**config.mk**
```make
export PLATFORM = sky130hd
export DESIGN_NAME = seq_shift_unit
export DESIGN_NICKNAME = d
export VERILOG_FILES = /design/src/rtl/seq_shift_unit.sv
export SDC_FILE = /design/constraint.sdc
export NUM_CORES = 1
export LEC_CHECK = 0
export ABC_CLOCK_PERIOD_IN_PS = 2400
export CAP_MARGIN = 20
export CORE_MARGIN = 5
export CORE_UTILIZATION = 50
export CTS_BUF_LIST = sky130_fd_sc_hd__clkbuf_4
export CTS_CLUSTER_DIAMETER = 120
export DETAILED_ROUTE_END_ITERATION = 8
export PLACE_DENSITY = 0.8
export SLEW_MARGIN = 20
export SYNTH_ARGS = -nofsm -noshare
export SYNTH_HDL_FRONTEND = slang
export SYNTH_SLANG_ARGS = --single-unit
```
**constraint.sdc**
```tcl
create_clock -name clk -period 2.4 [get_ports clk]
set_input_delay 0.6 -clock clk [delete_from_list [all_inputs] [get_ports clk]]
set_output_delay 0.6 -clock clk [all_outputs]
set_load 0.01 [all_outputs]
```
**src/rtl/seq_shift_unit.sv**
```systemverilog
// seq_shift_unit
//   Multi-cycle shift engine: captures an operand, shift amount and mode,
//   then moves the operand one bit position per clock. The finished result
//   is held on out_data, and done pulses for one cycle when it arrives.
//
// Ports
//   clk       system clock, rising edge
//   reset     synchronous active-high reset
//   start     request, sampled only while busy=0
//   mode      00 LSL, 01 LSR, 10 ASR, 11 ROL
//   in_data   operand, captured on accept
//   shamt     shift amount 0..DATA_W-1, captured on accept
//   busy      high from accept until completion
//   done      one-cycle completion pulse
//   out_data  last completed result
//
// state  | meaning
// IDLE   | waiting for start; done may be high for the completion cycle
// SHIFT  | one step per edge while count != 0, publish result when count == 0
module seq_shift_unit #(
  parameter int DATA_W  = 16,
  parameter int SHAMT_W = 4
) (
  input  logic               clk,
  input  logic               reset,
  input  logic               start,
  input  logic [1:0]         mode,
  input  logic [DATA_W-1:0]  in_data,
  input  logic [SHAMT_W-1:0] shamt,
  output logic               busy,
  output logic               done,
  output logic [DATA_W-1:0]  out_data
);

  localparam logic [0:0] ST_IDLE  = 1'b0;
  localparam logic [0:0] ST_SHIFT = 1'b1;

  localparam logic [1:0] MODE_LSL = 2'b00;
  localparam logic [1:0] MODE_LSR = 2'b01;
  localparam logic [1:0] MODE_ASR = 2'b10;
  localparam logic [1:0] MODE_ROL = 2'b11;

  logic [0:0]         stateReg;
  logic [DATA_W-1:0]  opReg;
  logic [SHAMT_W-1:0] cntReg;
  logic [1:0]         modeReg;
  logic [DATA_W-1:0]  stepVal;

  // One bit position of the selected operation.
  always_comb begin
    stepVal = opReg;
    case (modeReg)
      MODE_LSL: stepVal = {opReg[DATA_W-2:0], 1'b0};
      MODE_LSR: stepVal = {1'b0, opReg[DATA_W-1:1]};
      MODE_ASR: stepVal = {opReg[DATA_W-1], opReg[DATA_W-1:1]};
      MODE_ROL: stepVal = {opReg[DATA_W-2:0], opReg[DATA_W-1]};
      default:  stepVal = opReg;
    endcase
  end

  always_ff @(posedge clk) begin
    if (reset) begin
      stateReg <= ST_IDLE;
      opReg    <= '0;
      cntReg   <= '0;
      modeReg  <= MODE_LSL;
      busy     <= 1'b0;
      done     <= 1'b0;
      out_data <= '0;
    end else begin
      // done is a pulse; it is only re-raised on a completion edge.
      done <= 1'b0;
      case (stateReg)
        ST_IDLE: begin
          if (start) begin
            opReg    <= in_data;
            cntReg   <= shamt;
            modeReg  <= mode;
            busy     <= 1'b1;
            stateReg <= ST_SHIFT;
          end
        end
        ST_SHIFT: begin
          if (cntReg != '0) begin
            opReg  <= stepVal;
            cntReg <= cntReg - 1'b1;
          end else begin
            // Count exhausted: the operand register holds the final value.
            out_data <= opReg;
            done     <= 1'b1;
            busy     <= 1'b0;
            stateReg <= ST_IDLE;
          end
        end
        default: begin
          stateReg <= ST_IDLE;
          busy     <= 1'b0;
        end
      endcase
    end
  end

endmodule

```
==> results of run 1 <==
-- cells by family (layout without fill, tap and decap cells) --
family | after synthesis | after routing | synth area share [%]
buf+inv | 31 | 72 | 7.84
flops | 41 | 41 | 41.5
mux | 15 | 15 | 8.48
simple gates | 70 | 70 | 19.7
fa+ha+maj | 1 | 1 | 0.632
xor+xnor | 2 | 2 | 1.27
compound gates | 47 | 47 | 20.6
-- power breakdown --
| group | switching [uW] | leakage (uW) | internal, uW | total, uW |
|---|---|---|---|---|
| clock network | 225 | 0.0000389 | 216 | 441 |
| logic | 205 | 0.000608 | 232 | 437 |
| registers | 57.9 | 0.000336 | 748 | 806 |
| total | 488 | 0.000982 | 1200 | 1680 |
-- final cells by class --
type                       count  area (um2)
clock buffer                   5        37.5
multi-input combinational    135        1020
inverter                      11        41.3
fill                         326        1220
timing repair buffer          53         503
clock inverter                 3        41.3
tap                           48        60.1
sequential                    41         821
-- flip-flops by register name, indices dropped and copies added (netlist names) --
| signal | cells |
|---|---|
| cntReg | 4 |
| done | 1 |
| opReg | 16 |
| out_data | 16 |
| stateReg | 1 |
| modeReg | 2 |
| busy | 1 |
-- stage by stage --
stage,std cells,worst slack (ns)
after floorplan,207,0.744
after global placement,288,0.211
after detailed placement,288,0.147
after CTS,296,0.515
after global routing,296,0.364
final,296,0.534
-- worst paths after layout --
path / from / end / slack [ns]
min: busy / busy / 0.47
min reg2reg: busy / busy / 0.47
max reg2reg: stateReg / opReg[15] / 0.54
max: out_data[6] / out_data[6] / 0.53
-- synthesized netlist by cell type, types with 2 or more instances --
master     n
a21oi_1    2
a22o_1    16
a32o_1     9
and3b_1    2
buf_2     10
buf_4      5
clkbuf_1   4
dfxtp_1   41
inv_1     11
mux2_2     6
mux2_4     2
mux2i_1    7
nand2_1    3
nand2b_1  16
nor2_1    24
nor2b_1    3
nor3_1     2
nor4_1     9
o32ai_1    6
or4_1      6
-- metal layers --
metal,up-vias,GRT usage [%],part of all wire (%)
met3,8,4.27,6.3
met5,-,0,0
met1,757,25.8,48
met4,0,6.15,1.6
li1,839,-,-
met2,47,27.9,44
-- worst reg2reg max path, cell delays in order (launching register included) --
cell and delay, ns:
dfxtp_1 0.35, buf_4 0.39, nor2_1 0.21, or2_1 0.41, o311a_1 0.41
==> flow_summary.yaml, run 1 <==
yosys:
  avgSynthCellArea_um2: 9.56
  syn_nets: 233
  synth_cell_type_count: 43
  yosys.area.top_type: "dfxtp_1"
  ys_async_sr_fraction_pct: 0
  ys_top_cells_by_area: "dfxtp_1 (41%), a22o_1 (7.1%), nand2b_1 (5.1%)"
  synth_edf_count: 0
  syn_area_mm2: 0.00198
  yosysSeqAreaShare_pct: 41.5
  synth_seq_cells: 41
  synth_top_cell_area_share_pct: 41.5
  yosys_warnings: 0
  syn_inst: 207
  ys.flop_type: "dfxtp_1"
drt:
  drtAntennaViolNets: 0
  wl_um: 4530
  vias: 1651
  post-route-drc-count: 0
  drtIter0Drc: 133
  drt_pass1_iterations: 4
  vias_per_cell: 5.58
  wl_per_cell_um: 15.3
die:
  die_y_um: 72.9
  dieWidth_um: 72.9
  initial_core_util_pct: 52.8
  core_area_mm2: 0.00374
  num_io_pins: 43
  rows: 22
  dieArea_mm2: 0.00531
place:
  place_congestion: 0.818
  placed_area_mm2: 0.00244
  buffer_ports.inserted: 42
  hpwl_um: 3220
global_route:
  grt_usage_pct: 18.5
  antenna_found_initial: 0
  grt_max_degree: 47
  first_global_vias: 1567
  grt_pass1_wl_um: 7620
  grt.overflow.total: 0
cts:
  htreeDepth: 2
  cts_root_buf: "clkbuf_4"
  cts_tree: "built"
  cts.sinks: 41
  clock_latency_ns: 0.36
  numCtsBuffers: 5
  cts_hold_repair.buffers: 0
  postCtsSetupBuffers: 0
  clockBufferDepth: 2
  path_clk_slew_ns: 0.12
  cts_resized: 0
timing:
  clock.fmax_mhz: 536
  slew_headroom_pct: 53.0
  fin_setup_tns_ns: 0
  setup_viol: 0
  final_hold_viol_count: 0
  hold-worst-slack_ns: 0.475
  max_slew.worst_pin.slew_ns: 0.702
  rsz0062_at_grt: "no"
  fin_crit_sh_pct: 77.7
  report.final.slew_viol_count: 0
  fin_skew_ns: 0.0110
  period_needed_ns: 1.87
power_and_ir_drop:
  irDropWorstVdd_mv: 0.369
  p_per_area_mw_per_mm2: 668
  leakage_uw: 0.000982
  p_total_uw: 1680
worst_setup_path:
  critical_path_arrival_ns: 1.27
  end_kind: "output pin"
  crit_type: "reg2out"
  cp.depth: 1
  cp_slowest_cell: "clkdlybuf4s50_1"
  critPathTopFamily: "buffers and inverters"
  crit_chain: "clkdlybuf4s50_1"
  cp_slowest_stage_delay_ns: 0.54
  cp_max_fo: 2
  cp-start-kind: "flop"
  crit_required_ns: 1.80
  path_buf_inv: 1
  reg2regPathDepth: 4
finish:
  fin_util_pct: 67.3
  insertedDiodeCount: 0
  final_common_cell: "clkdlybuf4s50_1"
  nets: 273
  design_area_mm2: 0.00252
  layout_common_cells: "clkdlybuf4s50_1 (42), dfxtp_1 (41), nor2_1 (24)"
  drive_above_1_share_pct: 11.7
  syn_to_final_growth_pct: 27.5
worst_hold_path:
  hp-class: "reg2reg"
  min_path_cells: 1
job:
  cap_violations: 0
status:
  status: "finished clean"
(Power assumes the default switching activity.)
==> inputs of run 2 (changes only) <==
--- a/config.mk
+++ b/config.mk
@@ -5,14 +5,14 @@
 export SDC_FILE = /design/constraint.sdc
 export NUM_CORES = 1
 export LEC_CHECK = 0
-export ABC_CLOCK_PERIOD_IN_PS = 2400
+export ABC_CLOCK_PERIOD_IN_PS = 1700
 export CAP_MARGIN = 20
 export CORE_MARGIN = 5
-export CORE_UTILIZATION = 50
+export CORE_UTILIZATION = 47
 export CTS_BUF_LIST = sky130_fd_sc_hd__clkbuf_4
 export CTS_CLUSTER_DIAMETER = 120
 export DETAILED_ROUTE_END_ITERATION = 8
-export PLACE_DENSITY = 0.8
+export PLACE_DENSITY = 0.79
 export SLEW_MARGIN = 20
 export SYNTH_ARGS = -nofsm -noshare
 export SYNTH_HDL_FRONTEND = slang
==> constraint.sdc (replaced) <==
create_clock -name clk -period 1.7 [get_ports clk]
set_input_delay 0.425 -clock clk [delete_from_list [all_inputs] [get_ports clk]]
set_output_delay 0.425 -clock clk [all_outputs]
set_load 0.01 [all_outputs]
==> flow_summary.yaml, run 2 (synthesized netlist as in run 1, its figures left out) <==
worst_setup_path:
  crit_type: "reg2reg"
  cp-start-kind: "flop"
  end_kind: "flop"
  cp_max_fo: 6
  cp_slowest_cell: "or4_4"
  crit_chain: "inv_1 -> ha_4 -> nor4bb_4 -> buf_4 -> buf_4 -> or4_4 -> o32ai_2"
  cp_slowest_stage_delay_ns: 0.51
  cp_common_cell: "buf_4"
  crit_required_ns: 1.98
  critical_path_arrival_ns: 2.00
finish:
  layout_common_cells: "dfxtp_1 (39), buf_4 (36), clkdlybuf4s50_1 (26)"
  syn_to_final_growth_pct: 45.4
  nets: 300
  multiInputGateArea_mm2: 0.00110
  nFillCells: 309
  ff_latch_area_um2: 823
  insertedDiodeCount: 0
  final_cell_count_no_fill: 325
  reg_top3: "opReg x16, out_data x16, cntReg x4"
  final_common_cell: "dfxtp_1"
  drive_above_1_share_pct: 25.5
cts:
  cts.sinks: 41
  cts_tree: "built"
  cts_root_buf: "clkbuf_4"
  clock_latency_ns: 0.36
  clockBufferDepth: 2
  htreeDepth: 2
  path_clk_slew_ns: 0.12
  numCtsBuffers: 5
place:
  hpwl_um: 3480
  placed_cells: 309
  buffer_ports.inserted: 42
  pre_cts_slack_ns: -0.236
  place_congestion: 0.841
global_route:
  antenna_found_initial: 0
  grt.overflow.total: 0
  grt_usage_pct: 18.0
  grt_max_degree: 27
  first_global_vias: 1659
  grt_pass1_wl_um: 7820
die:
  core_area_mm2: 0.00403
  die_y_um: 74.9
  rows: 23
  initial_core_util_pct: 49.1
  dieArea_mm2: 0.00561
  num_io_pins: 43
  dieWidth_um: 74.9
drt:
  post-route-drc-count: 0
  drt_pass1_iterations: 4
  drtIter0Drc: 89
  vias_per_cell: 5.48
  wl_per_cell_um: 15.4
  drtAntennaViolNets: 0
  wl_um: 4990
  vias: 1782
timing:
  setup_viol: 1
  fin_crit_sh_pct: 101
  fin_setup_tns_ns: -0.0163
  fin_skew_ns: 0.00909
  final_hold_viol_count: 0
  clock.fmax_mhz: 583
  finalWorstSetupSlack_ns: -0.0163
  report.final.slew_viol_count: 0
  slew_headroom_pct: 72.5
  max_slew.worst_pin.slew_ns: 0.412
  period_needed_ns: 1.72
  rsz0062_at_grt: "yes"
power_and_ir_drop:
  p_per_area_mw_per_mm2: 895
  irDropWorstVdd_mv: 0.470
  p_total_uw: 2580
  leakage_uw: 0.00144
status:
  violations: "negative setup slack"
  status: "complete, but fails checks"
job:
  cap_violations: 0
worst_hold_path:
  hp-class: "reg2reg"
==> run 2: changes by cell type in the layout (fill, tap and decap cells not counted), moves of 4 or more <==
cell	delta
buf_4	+25
clkdlybuf4s50_1	-16
dlymetal6s2s_1	+16
o32ai_1	-5
o32ai_2	+5
or4_1	-4
or4_4	+4
==> run 2: repair_timing <==
| item | CTS | global route |
|---|---|---|
| gates resized for setup | 3 | 29 |
| buffers inserted | 3 | 5 |
| hold buffers | 0 | 0 |
| setup endpoints to repair | 17 | 51 |
| pin swaps | 1 | 6 |
==> run 2: worst max-delay path, delay by kind of cell (launching register included) <==
family,cells,cell delay [ns]
adder cells (fa/ha/maj),1,0.17
AND/OR/NAND/NOR,2,0.68
buffers and inverters,3,0.34
flip-flops,1,0.35
AO/OA/AOI/OAI,1,0.10
==> run 2: path summary, 6_finish.rpt <==
check | startpoint | end | slack, ns | cells after the start
setup / recovery | cntReg[1] | opReg[13] | -0.02 | 7
hold / removal | busy | busy | 0.47 | 1
setup reg to reg | cntReg[1] | opReg[13] | -0.02 | 7
hold reg to reg | busy | busy | 0.47 | 1
==> run 2: final cells by class <==
class | instances | share of cell area [%]
Clock buffer | 6 | 1.57
Clock inverter | 2 | 1.17
Inverter | 11 | 1.44
Multi-Input combinational cell | 135 | 38.2
Sequential cell | 41 | 28.6
Tap cell | 50 | 2.17
Timing Repair Buffer | 80 | 26.8
==> run 2: routing by layer <==
layer	wire length, um	vias up	global-route usage, %
met1	2310	834	24.1
met3	249	8	3.87
li1	-	896	-
met5	0	-	0
met4	112	0	7.71
met2	2330	44	28.1
==> run 2: power by group <==
group	internal, uW	leakage, uW	total [uW]	switching (uW)
clock	322	0.0000433	640	318
sequential	1060	0.000336	1140	78.7
combinational	451	0.00106	800	348
==> run 2: per-stage QoR <==
step,cell area [um2],hold WS [ns],util [%]
final,2880,0.471,71.4
after global routing,2880,0.484,71.4
after CTS,2720,0.481,67.4
after detailed placement,2600,0.453,64.5
after global placement,2600,0.448,64.5
after floorplan,1980,0.446,-
==> edit 1 (flow settings as in run 1) <==
Register the inputs `start`, `mode`, `in_data` and `shamt` before use, without a reset. The logic sees them one clock later. Comments in the files are not updated.
--- a/src/rtl/seq_shift_unit.sv
+++ b/src/rtl/seq_shift_unit.sv
@@ -40,6 +40,18 @@
   localparam logic [1:0] MODE_ASR = 2'b10;
   localparam logic [1:0] MODE_ROL = 2'b11;
 
+  logic start_q;
+  logic [1:0] mode_q;
+  logic [DATA_W-1:0] in_data_q;
+  logic [SHAMT_W-1:0] shamt_q;
+
+  always_ff @(posedge clk) begin
+    start_q   <= start;
+    mode_q    <= mode;
+    in_data_q <= in_data;
+    shamt_q   <= shamt;
+  end
+
   logic [0:0]         stateReg;
   logic [DATA_W-1:0]  opReg;
   logic [SHAMT_W-1:0] cntReg;
@@ -72,10 +84,10 @@
       done <= 1'b0;
       case (stateReg)
         ST_IDLE: begin
-          if (start) begin
-            opReg    <= in_data;
-            cntReg   <= shamt;
-            modeReg  <= mode;
+          if (start_q) begin
+            opReg    <= in_data_q;
+            cntReg   <= shamt_q;
+            modeReg  <= mode_q;
             busy     <= 1'b1;
             stateReg <= ST_SHIFT;
           end
Check against the original RTL: not equivalent (Yosys sat finds a counterexample within 4 cycles, from zero or initial values and one cycle with reset high).
==> edit 1 against run 1 <==
Register-to-register slack lost 0.06 ns. Setup slack lost 0.054 ns. Sequential cell count grew 23. Fmax shrank 2.8%. Largest cell class is now flip-flops and latches. Power grew 35%. Highest routed layer unchanged. Design area grew 20%. Synthesized area grew 23%. Sequential power grew 50%. Routed wire length shrank 0.42%. Final cell count grew 16%.
==> edit 1: results (changes against run 1) <==
status finished, final reports clean; GPL Wtd Cong 0.772 (-5.6%); Detailed Place HPWL 2.97 mm (-7.8%); clock root buffer clkbuf_4; Resize count post-CTS 0 (unchanged); gr usage total 15.6% (-2.9 points); 1st-iter DRT viols 176 (+32%); final WL 4.51 mm (-0.42%); DR vias 1793 (+8.6%); vias in the first global route 1599 (+2.0%); worst-skew pair later-pin latency 0.41 ns (+0.05 ns); Async S/R FF share, synth 0% (unchanged); Synth cell types 40 (-7.0%); Synth Net Count 258 (+11%); CP top delay family buffers and inverters; Min-Delay Path Class reg -> reg; Worst-path clk slew 0.10 ns (-0.02 ns); grt met1 use 21.1% (-4.8 points); biggest regs in_data_q x16, opReg x16, out_data x16; layout cells sized above 1 9.06% (-2.6 points); post-CTS setup repair buffer count 0 (unchanged); clock tree buffer depth 2 (unchanged); top post-synthesis cells by area dfxtp_1 (53%), mux2i_1 (6.2%), a22o_1 (5.8%); synth cell count leaders dfxtp_1 (64), nor2_1 (21), nand2b_1 (19), a22o_1 (16), inv_1 (16); first-pass GRT wire length 7.43 mm (-2.4%); Worst path slowest cell clkdlybuf4s50_1; Pre-Repair DR Iteration Count 4 (unchanged); CTS HTree Levels 3 (+1); CTS buffer count 9 (+4); leakage 1.19 nW (+21%); clk pwr 0.669 mW (+52%); Port Buffer Count 42 (unchanged); initial antenna violation count 0 (unchanged); worst vdd ir 0.579 mV (+57%); met3 Resource Use GR 6.43% (+2.2 points); clock power share 29.5% (+3.3 points); largest net degree at the start of global routing 40 (-15%); CP arrival 1.32 ns (+0.05 ns); sequential area share after synthesis 52.7% (+11 points); Antenna Cells 0 (unchanged); met2 usage 20.9% (-7.0 points); Combinational Power Share 17.3% (-8.7 points); switching part of the total 26.6% (-2.4 points); clk_skew 0.0151 ns (+0.00413 ns); # fillers 387 (+19%); net total in the final layout 298 (+9.2%); Hold Vio Cnt, Final 0 (unchanged); Worst slew margin 54.0% (+0.97 points)
[edit 1: through the flow]
| step | setup slack (ns) | cell area (um2) | utilization (%) | instances | hold WS [ns] |
|---|---|---|---|---|---|
| 2_1_floorplan | 0.823 | 2430 | - | 232 | 0.432 |
| 3_5_place_dp | 0.109 | 2880 | 60.9 | 327 | 0.456 |
| 6_report | 0.480 | 3020 | 63.9 | 343 | 0.459 |
| 3_3_place_gp | 0.117 | 2880 | 60.9 | 327 | 0.446 |
| 4_1_cts | 0.335 | 3000 | 63.5 | 342 | 0.463 |
| 5_1_grt | 0.403 | 3020 | 63.9 | 343 | 0.493 |
[edit 1: final cells by class]
cell class | instances | area, um2 | area share [%]
repair buffers | 47 | 478 | 15.8
well taps | 67 | 83.8 | 2.78
inverters | 16 | 60.1 | 1.99
flip-flops and latches | 64 | 1280 | 42.4
clock buffers | 10 | 75.1 | 2.49
clock inverters | 5 | 48.8 | 1.62
multi-input cells | 134 | 992 | 32.9
[edit 1: final timing paths]
check / slack [ns] / depth (start not counted) / to / startpoint
worst max-delay path: 0.48 / 1 / out_data[0] / out_data[0]
worst min-delay path: 0.46 / 2 / cntReg[2] / shamt_q[2]
worst max register to register: 0.48 / 6 / out_data[4] / cntReg[0]
worst min register to register: 0.46 / 2 / cntReg[2] / shamt_q[2]
[edit 1: routing by layer]
metal	vias up	wire, um
met2	58	1920
met5	-	0
met4	0	111
met1	810	2170
li1	914	-
met3	11	314
[edit 1: logic make-up after synthesis]
family / share of synthesized area, %
AND/OR/NAND/NOR: 17.1
flip-flops: 52.7
AO/OA/AOI/OAI: 15.8
buffers and inverters: 6.64
multiplexers: 6.18
XOR/XNOR: 1.03
adder cells (fa/ha/maj): 0.515
==> edit 2 (config.mk and constraints of run 1) <==
Without the edit above. Change the parameter `SHAMT_W` from 4 to 5.
--- a/src/rtl/seq_shift_unit.sv
+++ b/src/rtl/seq_shift_unit.sv
@@ -19,7 +19,7 @@
 // SHIFT  | one step per edge while count != 0, publish result when count == 0
 module seq_shift_unit #(
   parameter int DATA_W  = 16,
-  parameter int SHAMT_W = 4
+  parameter int SHAMT_W = 5
 ) (
   input  logic               clk,
   input  logic               reset,
Ports: changed (resized shamt); port bits go from 43 to 44. No check against the original RTL was run, so the function may have changed too.
==> edit 2 against run 1 <==
Design area rose by 4.9%. Sequential cell count increased by 1. Synthesized area grew 7.3%. Register-to-register slack got worse by 0.20 ns. Routed wire length grew 10%. Power shrank 9.0%. Setup slack got worse by 0.19 ns. Combinational power fell by 8.9%. Critical endpoint is now opReg[7].
==> edit 2: results (changes against run 1) <==
status finished, final reports clean; Synth cell types 38 (-12%); Post-Synth Adder-Cell Area 1.06% (+0.43 points); Compound-Gate Fraction of Synth Area 21.0% (+0.42 points); switching part of the total 31.6% (+2.6 points); reg2reg path depth 7 (+3); post-DR vias/cell 5.51 (-1.2%); mux contribution to synthesized area 9.61% (+1.1 points); Fmax achieved 0.486 GHz (-9.4%); Non-Filler Instances 342 (+16%); GPL Wtd Cong 0.898 (+9.8%); worst r2r src cntReg[1]; Placed Instances 334 (+16%); clk_skew 0.0106 ns (-0.000366 ns); CP top delay family simple AND/OR/NAND/NOR gates; crit-path max cell delay 0.52 ns (-0.02 ns); biggest regs opReg x16, out_data x16, cntReg x5; DP Area 2590 um2 (+6.3%); largest net degree at the start of global routing 46 (-2.1%); Port Buffer Count 43 (+2.4%); Synth Net Count 280 (+20%); gr usage total 18.4% (-0.065 points); Worst path slowest cell or4b_4; top post-synthesis cells by area dfxtp_1 (40%), a21oi_1 (9.0%), nand2_1 (8.7%); combinational power 0.398 mW (-8.9%); hold_sp out_data[8]; clk pwr 0.333 mW (-24%); post-CTS setup repair buffer count 0 (unchanged); net total in the final layout 318 (+16%); dpl ws 0.336 ns (+0.189 ns); Pwr Density 580 nW/um2 (-13%); Antenna Cells 0 (unchanged); worst vdd ir 0.368 mV (-0.16%); Least-Margin Pin Slew 0.626 ns (-0.0752 ns); maximum fanout along the worst path 10 (+8); sequential area share after synthesis 39.6% (-1.9 points); clock tree buffer depth 2 (unchanged); vias in the first global route 1699 (+8.4%); synth cell count leaders nand2_1 (49), dfxtp_1 (42), a21oi_1 (38), mux2i_1 (17), clkbuf_1 (16); final hold slack 0.463 ns (-0.0117 ns); final WL 4.99 mm (+10%); grt met1 use 24.6% (-1.2 points); Hold EP out_data[8]; first-pass GRT wire length 8.05 mm (+5.6%); 1st-iter DRT viols 213 (+60%); Detailed Place HPWL 3.39 mm (+5.0%); hold path cells 2 (+1); leakage 0.886 nW (-9.8%); Post-Synth XOR/XNOR Area 1.30% (+0.031 points); end point of the critical path opReg[7]; layout cells sized above 1 8.22% (-3.5 points); mean post-synth cell area 8.39 um2 (-12%); met2 usage 30.0% (+2.1 points)
==> edit 2: cell count changes after synthesis, moves of 8 or more <==
cell | before | now
nor4_1 | 9 | 0
clkbuf_1 | 4 | 16
nand2_1 | 3 | 49
a22o_1 | 16 | 0
a32o_1 | 9 | 0
buf_2 | 10 | 2
mux2i_1 | 7 | 17
a211o_1 | 0 | 11
nor2_1 | 24 | 12
nand3b_1 | 1 | 15
nand2b_1 | 16 | 3
a21oi_1 | 2 | 38
==> edit 2: final cells by class <==
| class | count | area (um2) |
|---|---|---|
| clock buffers | 5 | 37.5 |
| clock inverters | 3 | 11.3 |
| fillers | 355 | 1410 |
| inverters | 5 | 18.8 |
| multi-input cells | 185 | 1160 |
| flip-flops and latches | 42 | 841 |
| well taps | 50 | 62.6 |
| repair buffers | 52 | 510 |
==> edit 2: per-layer routing <==
layer	share of wire [%]	routed length, um
met2	48	2390
met1	46	2270
met3	5.5	275
met5	0	0
met4	1.1	55
